File: src/rtl/lfsr_seq_if.sv
// Job configuration and word readout handshakes between the host side and lfsr_seq_ctrl.
// The master modport is the host; the slave modport is the controller.
interface lfsr_seq_if #(
    parameter int unsigned WIDTH = 4,
    parameter int unsigned WORD  = 8,
    parameter int unsigned CNT_W = 8
);
    logic             cfg_valid;
    logic             cfg_ready;
    logic [WIDTH-1:0] cfg_tap;
    logic [WIDTH-1:0] cfg_seed;
    logic [CNT_W-1:0] cfg_words;
    logic [WORD-1:0]  word_data;
    logic             word_valid;
    logic             word_ready;

    modport master (
        output cfg_valid, cfg_tap, cfg_seed, cfg_words, word_ready,
        input  cfg_ready, word_data, word_valid
    );

    modport slave (
        input  cfg_valid, cfg_tap, cfg_seed, cfg_words, word_ready,
        output cfg_ready, word_data, word_valid
    );
endinterface

File: src/rtl/lfsr_seq_ctrl.sv
// Job controller for a programmable LFSR: loads tap/seed, steps the LFSR one bit per cycle
// and packs the serial stream MSB-first into words handed out over a valid/ready handshake.
module lfsr_seq_ctrl #(
    parameter int unsigned WIDTH = 4,
    parameter int unsigned WORD  = 8,
    parameter int unsigned CNT_W = 8
) (
    input  logic             clk,
    input  logic             rst_n,
    lfsr_seq_if.slave        bus,
    input  logic             abort,
    output logic             lfsr_rst,
    output logic             lfsr_en,
    output logic [WIDTH-1:0] lfsr_tap,
    output logic [WIDTH-1:0] lfsr_seed,
    input  logic             lfsr_bit,
    output logic             busy,
    output logic             done,
    output logic             err
);
    localparam int unsigned BC_W = (WORD > 1) ? $clog2(WORD) : 1;

    typedef enum logic [2:0] {StIdle, StLoad, StRun, StHold, StDone} state_e;

    state_e           state_q, state_d;
    logic [WIDTH-1:0] tap_q, tap_d;
    logic [WIDTH-1:0] seed_q, seed_d;
    logic [CNT_W-1:0] words_left_q, words_left_d;
    logic [BC_W-1:0]  bit_cnt_q, bit_cnt_d;
    logic [WORD-2:0]  shreg_q, shreg_d;
    logic [WORD-1:0]  word_data_q, word_data_d;
    logic             word_valid_q, word_valid_d;
    logic             err_q, err_d;
    logic             cfg_hs, word_hs;

    assign cfg_hs  = bus.cfg_valid && (state_q == StIdle);
    assign word_hs = word_valid_q && bus.word_ready;

    always_comb begin
        state_d      = state_q;
        tap_d        = tap_q;
        seed_d       = seed_q;
        words_left_d = words_left_q;
        bit_cnt_d    = bit_cnt_q;
        shreg_d      = shreg_q;
        word_data_d  = word_data_q;
        word_valid_d = word_valid_q;
        err_d        = err_q;

        case (state_q)
            StIdle: begin
                if (cfg_hs) begin
                    tap_d        = bus.cfg_tap;
                    seed_d       = bus.cfg_seed;
                    words_left_d = bus.cfg_words;
                    // A zero seed locks the LFSR at zero, so it is rejected before anything else.
                    if (bus.cfg_seed == '0) begin
                        err_d   = 1'b1;
                        state_d = StDone;
                    end else begin
                        err_d   = 1'b0;
                        state_d = (bus.cfg_words == '0) ? StDone : StLoad;
                    end
                end
            end
            StLoad: begin
                bit_cnt_d = '0;
                state_d   = StRun;
            end
            StRun: begin
                shreg_d   = {shreg_q[WORD-3:0], lfsr_bit};
                bit_cnt_d = bit_cnt_q + 1'b1;
                if (bit_cnt_q == BC_W'(WORD - 1)) begin
                    word_data_d  = {shreg_q, lfsr_bit};
                    word_valid_d = 1'b1;
                    words_left_d = words_left_q - 1'b1;
                    state_d      = StHold;
                end
            end
            StHold: begin
                if (word_hs) begin
                    word_valid_d = 1'b0;
                    if (words_left_q == '0) begin
                        state_d = StDone;
                    end else begin
                        bit_cnt_d = '0;
                        state_d   = StRun;
                    end
                end
            end
            StDone:  state_d = StIdle;
            default: state_d = StIdle;
        endcase

        if (abort && (state_q inside {StLoad, StRun, StHold})) begin
            state_d      = StDone;
            err_d        = 1'b0;
            word_valid_d = 1'b0;
        end
    end

    always_ff @(posedge clk) begin
        if (!rst_n) begin
            state_q      <= StIdle;
            tap_q        <= '0;
            seed_q       <= '0;
            words_left_q <= '0;
            bit_cnt_q    <= '0;
            shreg_q      <= '0;
            word_data_q  <= '0;
            word_valid_q <= 1'b0;
            err_q        <= 1'b0;
        end else begin
            state_q      <= state_d;
            tap_q        <= tap_d;
            seed_q       <= seed_d;
            words_left_q <= words_left_d;
            bit_cnt_q    <= bit_cnt_d;
            shreg_q      <= shreg_d;
            word_data_q  <= word_data_d;
            word_valid_q <= word_valid_d;
            err_q        <= err_d;
        end
    end

    assign bus.cfg_ready  = (state_q == StIdle);
    assign bus.word_data  = word_data_q;
    assign bus.word_valid = word_valid_q;
    assign busy           = (state_q != StIdle);
    assign done           = (state_q == StDone);
    assign lfsr_rst       = (state_q == StLoad);
    assign lfsr_en        = (state_q == StRun);
    assign lfsr_tap       = tap_q;
    assign lfsr_seed      = seed_q;
    assign err            = err_q;
endmodule
File: src/flat_wrapper.sv
// flat-port wrapper written by rule: the top's interface ports become plain ports
module lfsr_seq_ctrl_flat 
#(
    parameter int unsigned WIDTH = 4,
    parameter int unsigned WORD  = 8,
    parameter int unsigned CNT_W = 8
)
  (clk, rst_n, abort, lfsr_rst, lfsr_en, lfsr_tap, lfsr_seed, lfsr_bit, busy, done, err, bus_cfg_valid, bus_cfg_tap, bus_cfg_seed, bus_cfg_words, bus_word_ready, bus_cfg_ready, bus_word_data, bus_word_valid);
  lfsr_seq_if #(.WIDTH(WIDTH), .WORD(WORD), .CNT_W(CNT_W)) bus_i ();
  input  logic clk;
  input  logic rst_n;
  input  logic abort;
  output logic lfsr_rst;
  output logic lfsr_en;
  output logic [WIDTH-1:0] lfsr_tap;
  output logic [WIDTH-1:0] lfsr_seed;
  input  logic lfsr_bit;
  output logic busy;
  output logic done;
  output logic err;
  input wire logic [$bits(bus_i.cfg_valid)-1:0] bus_cfg_valid;
  input wire logic [$bits(bus_i.cfg_tap)-1:0] bus_cfg_tap;
  input wire logic [$bits(bus_i.cfg_seed)-1:0] bus_cfg_seed;
  input wire logic [$bits(bus_i.cfg_words)-1:0] bus_cfg_words;
  input wire logic [$bits(bus_i.word_ready)-1:0] bus_word_ready;
  output wire logic [$bits(bus_i.cfg_ready)-1:0] bus_cfg_ready;
  output wire logic [$bits(bus_i.word_data)-1:0] bus_word_data;
  output wire logic [$bits(bus_i.word_valid)-1:0] bus_word_valid;
  assign bus_i.cfg_valid = bus_cfg_valid;
  assign bus_i.cfg_tap = bus_cfg_tap;
  assign bus_i.cfg_seed = bus_cfg_seed;
  assign bus_i.cfg_words = bus_cfg_words;
  assign bus_i.word_ready = bus_word_ready;
  assign bus_cfg_ready = bus_i.cfg_ready;
  assign bus_word_data = bus_i.word_data;
  assign bus_word_valid = bus_i.word_valid;
  lfsr_seq_ctrl #(.WIDTH(WIDTH), .WORD(WORD), .CNT_W(CNT_W)) u_core (.clk(clk), .rst_n(rst_n), .bus(bus_i), .abort(abort), .lfsr_rst(lfsr_rst), .lfsr_en(lfsr_en), .lfsr_tap(lfsr_tap), .lfsr_seed(lfsr_seed), .lfsr_bit(lfsr_bit), .busy(busy), .done(done), .err(err));
endmodule
File: config.mk
export PLATFORM = sky130hd
export DESIGN_NAME = lfsr_seq_ctrl_flat
export DESIGN_NICKNAME = d
export VERILOG_FILES = /design/src/rtl/lfsr_seq_if.sv /design/src/rtl/lfsr_seq_ctrl.sv /design/src/flat_wrapper.sv
export SDC_FILE = /design/constraint.sdc
export NUM_CORES = 1
export LEC_CHECK = 0
export BUFFER_PORTS_ARGS = -buffer_cell sky130_fd_sc_hd__buf_2
export CAP_MARGIN = 20
export CORE_UTILIZATION = 52
export CTS_CLUSTER_DIAMETER = 200
export DETAILED_ROUTE_END_ITERATION = 7
export GPL_TIMING_DRIVEN = 0
export HOLD_SLACK_MARGIN = 0.12
export PLACE_DENSITY_LB_ADDON = 0.1
export SYNTH_ARGS = -nofsm -noshare
export SYNTH_HDL_FRONTEND = slang
export SYNTH_SLANG_ARGS = --single-unit
File: constraint.sdc
create_clock -name clk -period 2 [get_ports clk]
set_clock_uncertainty 0.2 [all_clocks]
set_input_delay 0.3 -clock clk [delete_from_list [all_inputs] [get_ports clk]]
set_output_delay 0.3 -clock clk [all_outputs]
set_load 0.01 [all_outputs]
Word-level counts from Yosys, hierarchy flattened
Index checks and enable logic that the tools add are counted.
{"block": "word_totals", "inputBits": 22, "reg_bits": 39, "wordCells": 62, "mem_bits_rw": 0, "n_memories": 0, "output_inout_bits": 23, "latch_bits": 0, "mem_bits_ro": 0}
{"block": "op_classes", "n_lt_le_gt_ge": 0, "n_addsub": 2, "n_mux": 18, "n_eq_ne": 12, "n_div": 0, "n_shift": 0, "multipliers": 0, "reduce_logical": 19, "bitwise_logic": 1}
{"op": "$mux 3", "count": 9}
{"op": "$logic_not 8->1", "count": 2}
{"op": "$mux 8", "count": 2}
{"op": "$pmux 8 s2", "count": 1}
{"op": "$reduce_and 3->1", "count": 5}
{"op": "$pmux 3 s4", "count": 1}
{"op": "$pmux 3 s3", "count": 1}
{"op": "$sub 8x1->8 const B", "count": 1}
{"op": "$eq 3x2->1 const B", "count": 2}
{"op": "$eq 3x3->1 const B", "count": 2}
{"op": "$ne 2x1->1 const B", "count": 3}
{"op": "$ne 3x1->1 const B", "count": 2}
{"op": "$reduce_bool 3->1", "count": 2}
{"op": "$logic_not 4->1", "count": 1}
{"op": "$reduce_and 2->1", "count": 2}
{"op": "$reduce_bool 2->1", "count": 2}
{"op": "$add 3x1->3 const B", "count": 1}
{"op": "$eq 3x1->1 const B", "count": 1}
{"op": "$logic_and 1x1->1", "count": 3}
{"op": "$logic_not 3->1", "count": 1}
{"op": "$mux 1", "count": 3}
{"op": "$ne 3x2->1 const B", "count": 1}
{"op": "$ne 2x2->1 const B", "count": 1}
{"op": "$pmux 1 s2", "count": 1}
{"op": "2 further kinds", "count": 2}

Depth between registers and ports, before layout
Gate-level depths: netlist of run 1.
{"block": "depth", "word_depth": 6, "mapped_depth": 7}

Worst setup path after synthesis of run 1
No wires, ideal clock.
{"block": "synth_path", "path_kind": "register to register", "from": "reg u_core.bit_cnt_q[0]", "to": "reg u_core.words_left_q[3]", "arrival_time_ps": 1462, "period_less_slack_ps": 1792, "path_stages_with_launch": 8, "setup_time_ps": 130, "setup_slack_ps": 208, "path_cell_list": "dfxtp_1 -> ha_1 -> ha_1 -> mux2i_1 -> or3_1 -> buf_2 -> o21ai_0 -> o22ai_1"}
{"block": "synth_via", "elab_chain_cells": 3}
{"item": "from (decl)", "line_no": "lfsr_seq_ctrl.sv:29", "source": "logic [BC_W-1:0] bit_cnt_q, bit_cnt_d;"}
{"item": "from (signal assigned)", "line_no": "lfsr_seq_ctrl.sv:118", "source": "bit_cnt_q <= bit_cnt_d;"}
{"item": "$eq 3x3->1", "line_no": "lfsr_seq_ctrl.sv:73", "source": "if (bit_cnt_q == BC_W'(WORD - 1)) begin"}
{"item": "$ne 2x1->1 (no line)"}
{"item": "$reduce_and 3->1 (no line)"}
{"item": "to (signal assigned)", "line_no": "lfsr_seq_ctrl.sv:117", "source": "words_left_q <= words_left_d;"}
{"item": "to (decl)", "line_no": "lfsr_seq_ctrl.sv:28", "source": "logic [CNT_W-1:0] words_left_q, words_left_d;"}
Every way passes these cells.
A chain may end at the register's enable or synchronous reset.

Worst setup path in the final report of run 1
{"block": "layout_path", "from": "reg u_core.state_q[2]", "to": "out lfsr_en"}
{"block": "layout_via", "elab_chain_cells": 1}
{"item": "from (decl)", "line_no": "lfsr_seq_ctrl.sv:25", "source": "state_e state_q, state_d;"}
{"item": "from (signal assigned)", "line_no": "lfsr_seq_ctrl.sv:104", "source": "state_q <= StIdle;"}
{"item": "from (signal assigned)", "line_no": "lfsr_seq_ctrl.sv:114", "source": "state_q <= state_d;"}
{"item": "$eq 3x2->1", "line_no": "lfsr_seq_ctrl.sv:132", "source": "assign lfsr_en = (state_q == StRun);"}
{"item": "to (decl)", "line_no": "flat_wrapper.sv:14", "source": "output logic lfsr_en;"}
Every way passes these cells.

==> results of run 1 <==
-- registers in the layout (all words and copies together) (netlist names) --
name	flops
u_core.err	1
u_core.words_left_q	8
u_core.bit_cnt_q	3
u_core.state_q	3
u_core.bus.word_valid	1
u_core.lfsr_seed	4
u_core.shreg_q	7
u_core.lfsr_tap	4
u_core.bus.word_data	8
-- metal layers --
layer,vias to the layer above,GRT usage,part of all wire
li1,948,-,-
met1,860,0.311,0.45
met2,43,0.435,0.49
met3,6,0.0756,0.041
met4,0,0.0942,0.013
met5,-,0,0
-- cell families after synthesis --
family	count (synthesis)	synth area share
buffers and inverters	20	0.0545
and+or+nand+nor	107	0.280
adders and majority gates	3	0.0207
muxes	2	0.0110
DFF	39	0.431
AOI/OAI and AO/OA	62	0.203
-- worst max path at each step --
| stage | to | slack, ns |
|---|---|---|
| 2_1_floorplan | u_core.words_left_q[3] | 0.21 |
| 5_1_grt | lfsr_en | -0.008 |
| 3_3_place_gp | u_core.words_left_q[7] | -0.08 |
| 4_1_cts | lfsr_en | -0.03 |
| 3_5_place_dp | u_core.words_left_q[5] | -0.08 |
| 6_report | lfsr_en | 0.04 |
-- Yosys cell counts, types with 2 or more instances --
cell type and number:
buf_4 3, mux2i_1 2, a21oi_1 35, o211ai_1 2
ha_1 3, o21a_1 2, a22o_1 2, nand2b_1 5
and2_1 3, nand2_1 63, o22ai_1 3, dfxtp_1 39
o31a_1 2, buf_2 4, nor3_1 7, nand3_1 5
nor4_1 5, nor2_1 9, inv_2 2, a21boi_0 2
clkbuf_1 6, inv_1 4, a31oi_1 4, o21ai_0 3
-- per-stage QoR --
| step | power (mW) | hold WS, ns | worst slack (ns) | instance area (um^2) | util |
|---|---|---|---|---|---|
| after floorplan | 1.14 | 0.232 | 0.208 | 1810 | - |
| after global placement | 1.25 | 0.240 | -0.0754 | 2090 | 0.625 |
| after detailed placement | 1.26 | 0.245 | -0.0756 | 2090 | 0.625 |
| after CTS | 1.83 | 0.133 | -0.0261 | 2380 | 0.714 |
| after global routing | 1.93 | 0.165 | -0.00794 | 2420 | 0.724 |
| final | 1.84 | 0.138 | 0.0405 | 2420 | 0.724 |
-- worst max-delay path, stage by stage, from the launching register on --
cell     delay, ns
dfxtp_2       0.35
or3b_4        0.40
inv_2         0.08
buf_6         0.09
buf_6         0.09
buf_6         0.09
-- power by group --
part	internal, mW	total [mW]	switching, mW
clock	0.263	0.536	0.273
sequential	0.822	0.859	0.0376
combinational	0.204	0.444	0.240
-- cell type report --
cell class | count | share of cell area
Buffer | 14 | 0.0352
Clock buffer | 5 | 0.0155
Clock inverter | 3 | 0.0181
Inverter | 6 | 0.00932
Multi-Input combinational cell | 174 | 0.396
Sequential cell | 39 | 0.327
Tap cell | 46 | 0.0238
Timing Repair Buffer | 64 | 0.175
-- repair_timing --
| item | 4_1_cts | 5_1_grt |
|---|---|---|
| hold buffers | 18 | 0 |
| pin swaps | 1 | 0 |
| endpoints found under the setup margin | 8 | 7 |
| hold endpoints to repair | 19 | 0 |
| setup buffers | 1 | 2 |
| resized for setup | 10 | 7 |
==> results by group, run 1 <==
Setup path
  – Worst flop-to-flop path endpoint: u_core.state_q[2]
  – Kind of critical path: reg2out
  – Reg2Reg Depth: 6
  – Endpoint class of the critical path: primary output
  – Worst Setup SP: u_core.state_q[2]
  – Worst Path Required: 1.50 ns
  – Worst EP arrival: 1.46 ns
  – Crit path max fanout: 3
  – R2R setup slack: 0.09 ns
  – Worst R2R Start: u_core.words_left_q[0]
  – Critical path launch point type: flop

Cells and area
  – Synth-to-Final Area Change: 33.3%
  – Non-Filler Instances: 351
  – Share of cells above drive strength 1: 0.262
  – FILL cells: 291
  – Leading cell type in the layout, fill and taps excluded: nand2_1
  – Nets: 329
  – Multi-input logic area: 957 um^2
  – N_diodes: 0
  – Register Area: 790 um^2
  – Most frequent cells in the layout: nand2_1, buf_2, a21oi_1

Worst hold path
  – HP Class: in2reg
  – Hold Path Origin: bus_word_ready
  – Worst hold stages: 3
  – Hold path endpoint: u_core.bit_cnt_q[0]

GRT
  – Largest net degree at the start of global routing: 14
  – Vias in the first global route: 1577
  – Global-route wire length before repair: 6990 um
  – Initial antenna violation count: 0
  – Overflow after GRT: 0
  – GRT Overall Usage: 0.257

Floorplanning
  – Initial Utilization: 0.543
  – Die Height: 61.0 um
  – Die W: 61.0 um
  – Row cnt: 21
  – Core ar.: 0.00334 mm^2
  – # IOs: 45
  – Die ar.: 0.00373 mm^2

Yosys
  – Avg Inst Size Synth: 7.78 um^2
  – Synth top area cells: dfxtp_1, nand2_1, a21oi_1, ha_1, nor3_1
  – Synth Net Count: 258
  – Synthesized instance count: 233
  – Post-synth EDFFs: 0
  – Cell Area, Synth: 0.00181 mm^2
  – Share of the synthesized area in the top cell type: 0.431
  – Synth area leader: dfxtp_1
  – Sequential fraction of the synthesis area: 0.431
  – Synth unique cells: 42
  – YS warnings: 0
  – Synth Flop Type: dfxtp_1
  – Async set or reset register ratio after synthesis: 0
  – Seq cells post-synth: 39

CTS
  – Clock transition at path regs: 0.12 ns
  – Skew-Pair Late Insertion Delay: 0.36 ns
  – CTS tree: yes
  – Clock sinks: 39
  – CTS root buf: clkbuf_4
  – Clock buffer count from CTS: 5
  – H-tree levels: 2
  – Clock tree buffer depth: 2

Drt
  – DR pass1 iterations: 4
  – DR vias/cell: 5.29
  – WL per Instance: 12.7 um
  – DRC violations left: 0
  – Vias: 1857
  – Drt total wl: 4440 um
  – 1st-iter DRT viols: 82
  – Antenna Violating Nets Remaining: 0

Place
  – Final GP Congestion: 0.829
  – PortBufs: 43
  – Cells after DPL: 322
  – HPWL after DPL: 2990 um

Timing
  – Max Clk Rate: 510 MHz
  – Final Hold Fails: 0
  – Pins over their slew limit: 0
  – Slew headroom: 0.632
  – Period minus WS final: 1.96 ns
  – Setup violators final: 0
  – Worst-Margin Slew: 0.546 ns
  – Final TNS setup: 0 ns
  – Final period utilization: 0.980
  – RSZ-0062 raised after global routing: true

Flow run
  – # Max-Cap Violations: 0

Power
  – PD cells: 761 mW/mm^2
  – Peak supply drop: 0.000542 V
  – LEAKAGE: 0.999 nW

Outcome
  – Status: completed
Note: power is estimated with default switching activity, not from simulation.
==> inputs of run 2 (changes only) <==
--- a/config.mk
+++ b/config.mk
@@ -11,7 +11,7 @@
 export CTS_CLUSTER_DIAMETER = 200
 export DETAILED_ROUTE_END_ITERATION = 7
 export GPL_TIMING_DRIVEN = 0
-export HOLD_SLACK_MARGIN = 0.12
+export HOLD_SLACK_MARGIN = 0.15
 export PLACE_DENSITY_LB_ADDON = 0.1
 export SYNTH_ARGS = -nofsm -noshare
 export SYNTH_HDL_FRONTEND = slang
==> results by group, run 2 (synthesis gave the netlist of run 1 again) <==
Place
  – Setup WS pre-CTS: -0.0756 ns (unchanged)
  – HPWL after DPL: 2990 um (unchanged)
  – PortBufs: 43 (unchanged)
  – Dpl cell area: 0.00209 mm^2 (unchanged)
  – Final GP Congestion: 0.829 (unchanged)

Timing
  – Max Clk Rate: 511 MHz (about the same)
  – Period minus WS final: 1.96 ns (-0.000619 ns)
  – Final Hold Fails: 0 (unchanged)
  – Setup violators final: 0 (unchanged)
  – Pins over their slew limit: 0 (unchanged)
  – Slew headroom: 0.638 (+0.00504)
  – RSZ-0062 raised after global routing: true
  – Setup ws final: 0.0411 ns (+0.000619 ns)
  – Final period utilization: 0.979 (about the same)
  – Worst-Margin Slew: 0.539 ns (-0.00749 ns)

Cells and area
  – Synth-to-Final Area Change: 34.4%
  – Most frequent cells in the layout: nand2_1, buf_2, a21oi_1
  – N_diodes: 0 (unchanged)
  – Share of cells above drive strength 1: 0.261 (-0.00171)
  – Nets: 331 (+0.61%)
  – Final instance area: 0.00244 mm^2 (+0.83%)
  – Core Util, Final: 0.730 (+0.00600)
  – FILL cells: 289 (-0.69%)
  – Leading cell type in the layout, fill and taps excluded: nand2_1

Floorplanning
  – Initial Utilization: 0.543 (unchanged)
  – Die W: 61.0 um (unchanged)
  – Die Height: 61.0 um (unchanged)
  – Row cnt: 21 (unchanged)
  – Core ar.: 0.00334 mm^2 (unchanged)
  – Die ar.: 0.00373 mm^2 (unchanged)
  – # IOs: 45 (unchanged)

Worst hold path
  – HP Class: in2reg

Drt
  – Vias: 1873 (+0.86%)
  – WL per Instance: 12.7 um (about the same)
  – DR vias/cell: 5.31 (+0.29%)
  – Drt total wl: 4470 um (+0.65%)
  – DRC violations left: 0 (unchanged)
  – Antenna Violating Nets Remaining: 0 (unchanged)
  – DR pass1 iterations: 4 (unchanged)
  – 1st-iter DRT viols: 83 (+1.2%)

Setup path
  – Endpoint class of the critical path: primary output
  – Worst EP arrival: 1.46 ns (about the same)
  – Worst Path Required: 1.50 ns (about the same)
  – Kind of critical path: reg2out
  – Crit path max fanout: 3 (unchanged)
  – Critical path launch point type: flop

Power
  – Total design power: 1.84 mW (+0.22%)
  – LEAKAGE: 1.01 nW (+0.84%)
  – Peak supply drop: 0.000542 V (about the same)
  – PD cells: 756 mW/mm^2 (-0.60%)

GRT
  – Initial antenna violation count: 0 (unchanged)
  – GRT Overall Usage: 0.258 (+0.000885)
  – Vias in the first global route: 1583 (+0.38%)
  – Overflow after GRT: 0 (unchanged)
  – Largest net degree at the start of global routing: 14 (unchanged)
  – Global-route wire length before repair: 7010 um (+0.30%)

CTS
  – CTS root buf: clkbuf_4
  – H-tree levels: 2 (unchanged)
  – Clock sinks: 39 (unchanged)
  – Clock transition at path regs: 0.12 ns (about the same)
  – CTS tree: yes
  – Clock buffer count from CTS: 5 (unchanged)
  – Skew-Pair Late Insertion Delay: 0.36 ns (about the same)
  – Clock tree buffer depth: 2 (unchanged)

Outcome
  – Status: completed

Flow run
  – # Max-Cap Violations: 0 (unchanged)
run 2: changes by cell type in the layout (fill, tap and decap cells not counted):
cell / before / now
dlygate4sd3_1: 18 / 20
run 2: worst paths after layout:
kind / start / endpoint / slack [ns] / cells past startpoint
min: rst_n / u_core.bit_cnt_q[1] / 0.17 / 2
max reg2reg: u_core.words_left_q[0] / u_core.state_q[2] / 0.10 / 6
min reg2reg: u_core.lfsr_seed[3] / u_core.lfsr_seed[3] / 0.26 / 2
max: u_core.state_q[2] / lfsr_en / 0.04 / 5
run 2: metrics by stage:
step | TNS [ns] | std cells | hold WS [ns]
floorplan | 0 | 233 | 0.232
global placement | -0.206 | 322 | 0.240
detailed placement | -0.264 | 322 | 0.245
CTS | -0.0261 | 351 | 0.163
global route | -0.00794 | 353 | 0.165
finish | 0 | 353 | 0.166
run 2: what timing repair did:
action / 4_1_cts / 5_1_grt
buffers inserted: 1 / 2
hold buffers: 20 / 0
pin swaps: 1 / 0
hold endpoints to repair: 21 / 0
gates resized for setup: 10 / 7
endpoints found under the setup margin: 8 / 7
run 2: worst max-delay path, cell delays in order (launching register included):
cell and delay (ns):
dfxtp_2 0.35, or3b_4 0.40, inv_2 0.08, buf_6 0.09
buf_6 0.09, buf_6 0.09
run 2: report_power, final:
| group | internal, mW | leakage (nW) | switching, mW | total [mW] |
|---|---|---|---|---|
| Sequential | 0.822 | 0.320 | 0.0377 | 0.859 |
| Combinational | 0.207 | 0.643 | 0.241 | 0.448 |
| Clock | 0.263 | 0.0452 | 0.274 | 0.537 |
| Total | 1.29 | 1.01 | 0.552 | 1.84 |
run 2: cell type report:
cell class | count | area, um^2 | share of cell area
Tap cell | 46 | 57.6 | 0.0236
Inverter | 6 | 22.5 | 0.00924
Timing Repair Buffer | 66 | 444 | 0.182
Buffer | 14 | 85.1 | 0.0349
Clock inverter | 3 | 43.8 | 0.0180
Clock buffer | 5 | 37.5 | 0.0154
Multi-Input combinational cell | 174 | 957 | 0.393
Sequential cell | 39 | 790 | 0.324
run 2: layer usage:
layer  vias to the layer above  track usage  wire length, um
met1                       867        0.311             2020
met3                         6       0.0756              199
met4                         0       0.0942               59
met2                        49        0.438             2190
met5                         -            0                0
li1                        951            -                -
==> inputs of run 3 (changes only) <==
--- a/config.mk
+++ b/config.mk
@@ -6,13 +6,14 @@
 export NUM_CORES = 1
 export LEC_CHECK = 0
 export BUFFER_PORTS_ARGS = -buffer_cell sky130_fd_sc_hd__buf_2
-export CAP_MARGIN = 20
 export CORE_UTILIZATION = 52
 export CTS_CLUSTER_DIAMETER = 200
 export DETAILED_ROUTE_END_ITERATION = 7
 export GPL_TIMING_DRIVEN = 0
 export HOLD_SLACK_MARGIN = 0.15
+export MAX_ROUTING_LAYER = met4
 export PLACE_DENSITY_LB_ADDON = 0.1
+export SETUP_SLACK_MARGIN = 0.02
 export SYNTH_ARGS = -nofsm -noshare
 export SYNTH_HDL_FRONTEND = slang
 export SYNTH_SLANG_ARGS = --single-unit
==> results by group, run 3 (synthesis gave the netlist of run 1 again) <==
Timing
  – Setup violators final: 0 (unchanged)
  – Slew headroom: 0.623 (-0.0150)
  – Pins over their slew limit: 0 (unchanged)
  – Max Clk Rate: 511 MHz (about the same)
  – Final Hold Fails: 0 (unchanged)
  – Period minus WS final: 1.96 ns (-0.000420 ns)
  – Final TNS setup: 0 ns (unchanged)
  – Worst-Margin Slew: 0.561 ns (+0.0223 ns)
  – Final period utilization: 0.979 (about the same)
  – RSZ-0062 raised after global routing: true

Setup path
  – Worst Setup SP: u_core.state_q[2]
  – Worst EP arrival: 1.46 ns (about the same)
  – Crit path max fanout: 3 (unchanged)
  – Endpoint class of the critical path: primary output
  – Largest stage delay, worst path: 0.40 ns (about the same)
  – Worst Path Required: 1.50 ns (about the same)
  – Largest delay share family, worst path: simple AND/OR/NAND/NOR gates
  – Worst path cell trace: or3b_4 > inv_2 > buf_6 > buf_6 > buf_6
  – Worst R2R Start: u_core.bit_cnt_q[0]
  – Buf/Inv on CP: 4 (unchanged)
  – Most used cell, CP: buf_6
  – Kind of critical path: reg2out
  – Critical path launch point type: flop
  – CP max-delay cell: or3b_4

Drt
  – Vias: 1879 (+0.32%)
  – DR pass1 iterations: 4 (unchanged)
  – DRC violations left: 0 (unchanged)
  – Antenna Violating Nets Remaining: 0 (unchanged)
  – DR vias/cell: 5.31 (about the same)
  – 1st-iter DRT viols: 81 (-2.4%)
  – Drt total wl: 4470 um (about the same)
  – WL per Instance: 12.6 um (-0.33%)

CTS
  – Clock transition at path regs: 0.12 ns (about the same)
  – Clock sinks: 39 (unchanged)
  – CTS tree: yes
  – H-tree levels: 2 (unchanged)
  – Clock buffer count from CTS: 5 (unchanged)
  – Clock tree buffer depth: 2 (unchanged)
  – CTS root buf: clkbuf_4
  – Skew-Pair Late Insertion Delay: 0.36 ns (about the same)

GRT
  – Initial antenna violation count: 0 (unchanged)
  – GRT Overall Usage: 0.265 (+0.00688)
  – Global-route wire length before repair: 7000 um (about the same)
  – Met2 Usage GRT: 0.438 (unchanged)
  – Overflow after GRT: 0 (unchanged)
  – GR peak layer: met2
  – Met1 Use GR: 0.311 (unchanged)
  – Routing usage on met3: 0.0693 (-0.00630)
  – Largest net degree at the start of global routing: 14 (unchanged)
  – Vias in the first global route: 1584 (+0.063%)

Floorplanning
  – Die Height: 61.0 um (unchanged)
  – Initial Utilization: 0.543 (unchanged)
  – Die ar.: 0.00373 mm^2 (unchanged)
  – Row cnt: 21 (unchanged)
  – # IOs: 45 (unchanged)
  – Core ar.: 0.00334 mm^2 (unchanged)
  – Die W: 61.0 um (unchanged)

Cells and area
  – N_diodes: 0 (unchanged)
  – Synth-to-Final Area Change: 34.9%
  – Share of cells above drive strength 1: 0.263 (+0.00240)
  – FILL cells: 288 (-0.35%)
  – Most frequent cells in the layout: nand2_1, buf_2, a21oi_1
  – Nets: 332 (+0.30%)
  – Multi-input logic area: 957 um^2 (unchanged)
  – Register Area: 790 um^2 (unchanged)
  – Leading cell type in the layout, fill and taps excluded: nand2_1

Outcome
  – Status: completed

Place
  – HPWL after DPL: 2990 um (unchanged)
  – Final GP Congestion: 0.842 (+1.5%)
  – PortBufs: 43 (unchanged)

Power
  – Total design power: 1.85 mW (+0.39%)
  – Peak supply drop: 0.000541 V (about the same)
  – LEAKAGE: 1.01 nW (+0.47%)
  – PD cells: 757 mW/mm^2 (about the same)

Worst hold path
  – Hold Path Origin: rst_n
  – HP Class: in2reg

Flow run
  – # Max-Cap Violations: 0 (unchanged)
## run 3: cell count changes in the layout (fill, tap and decap cells not counted)
cell / delta
buf_4: +1
## run 3: final cells by class
class                      count  area share
multi-input combinational    174       0.392
sequential                    39       0.323
timing repair buffer          67       0.185
buffer                        14      0.0348
tap                           46      0.0235
clock inverter                 3      0.0179
clock buffer                   5      0.0154
inverter                       6     0.00921
## run 3: repair_timing
item / CTS / global route
hold buffers: 20 / 0
endpoints found under the setup margin: 9 / 9
endpoints found under the hold margin: 21 / 0
cloned: 0 / 0
setup buffers: 1 / 3
pin swaps: 1 / 0
resized for setup: 10 / 7
## run 3: worst paths after layout
kind	to	slack, ns	cells past startpoint
max	lfsr_en	0.04	5
max reg2reg	u_core.words_left_q[6]	0.11	7
min reg2reg	u_core.lfsr_seed[3]	0.26	2
min	u_core.bit_cnt_q[1]	0.16	2
## run 3: stage by stage
| stage | hold WS [ns] | instances | cell area [um^2] | setup WS [ns] | util |
|---|---|---|---|---|---|
| 2_1_floorplan | 0.232 | 233 | 1810 | 0.208 | - |
| 6_report | 0.162 | 354 | 2440 | 0.0416 | 0.733 |
| 3_3_place_gp | 0.240 | 322 | 2090 | -0.0754 | 0.625 |
| 3_5_place_dp | 0.245 | 322 | 2090 | -0.0756 | 0.625 |
| 5_1_grt | 0.169 | 354 | 2440 | -0.00329 | 0.733 |
| 4_1_cts | 0.163 | 351 | 2400 | -0.0261 | 0.720 |
## run 3: where the power goes
| group | internal [mW] | switching (mW) |
|---|---|---|
| logic | 0.213 | 0.242 |
| clock network | 0.263 | 0.273 |
| registers | 0.822 | 0.0377 |
## run 3: metal layers
metal  up-vias  part of all wire
li1        956                 -
met1       869              0.44
met2        48              0.50
met3         6             0.056
met4         0             0.013
met5         -                 0
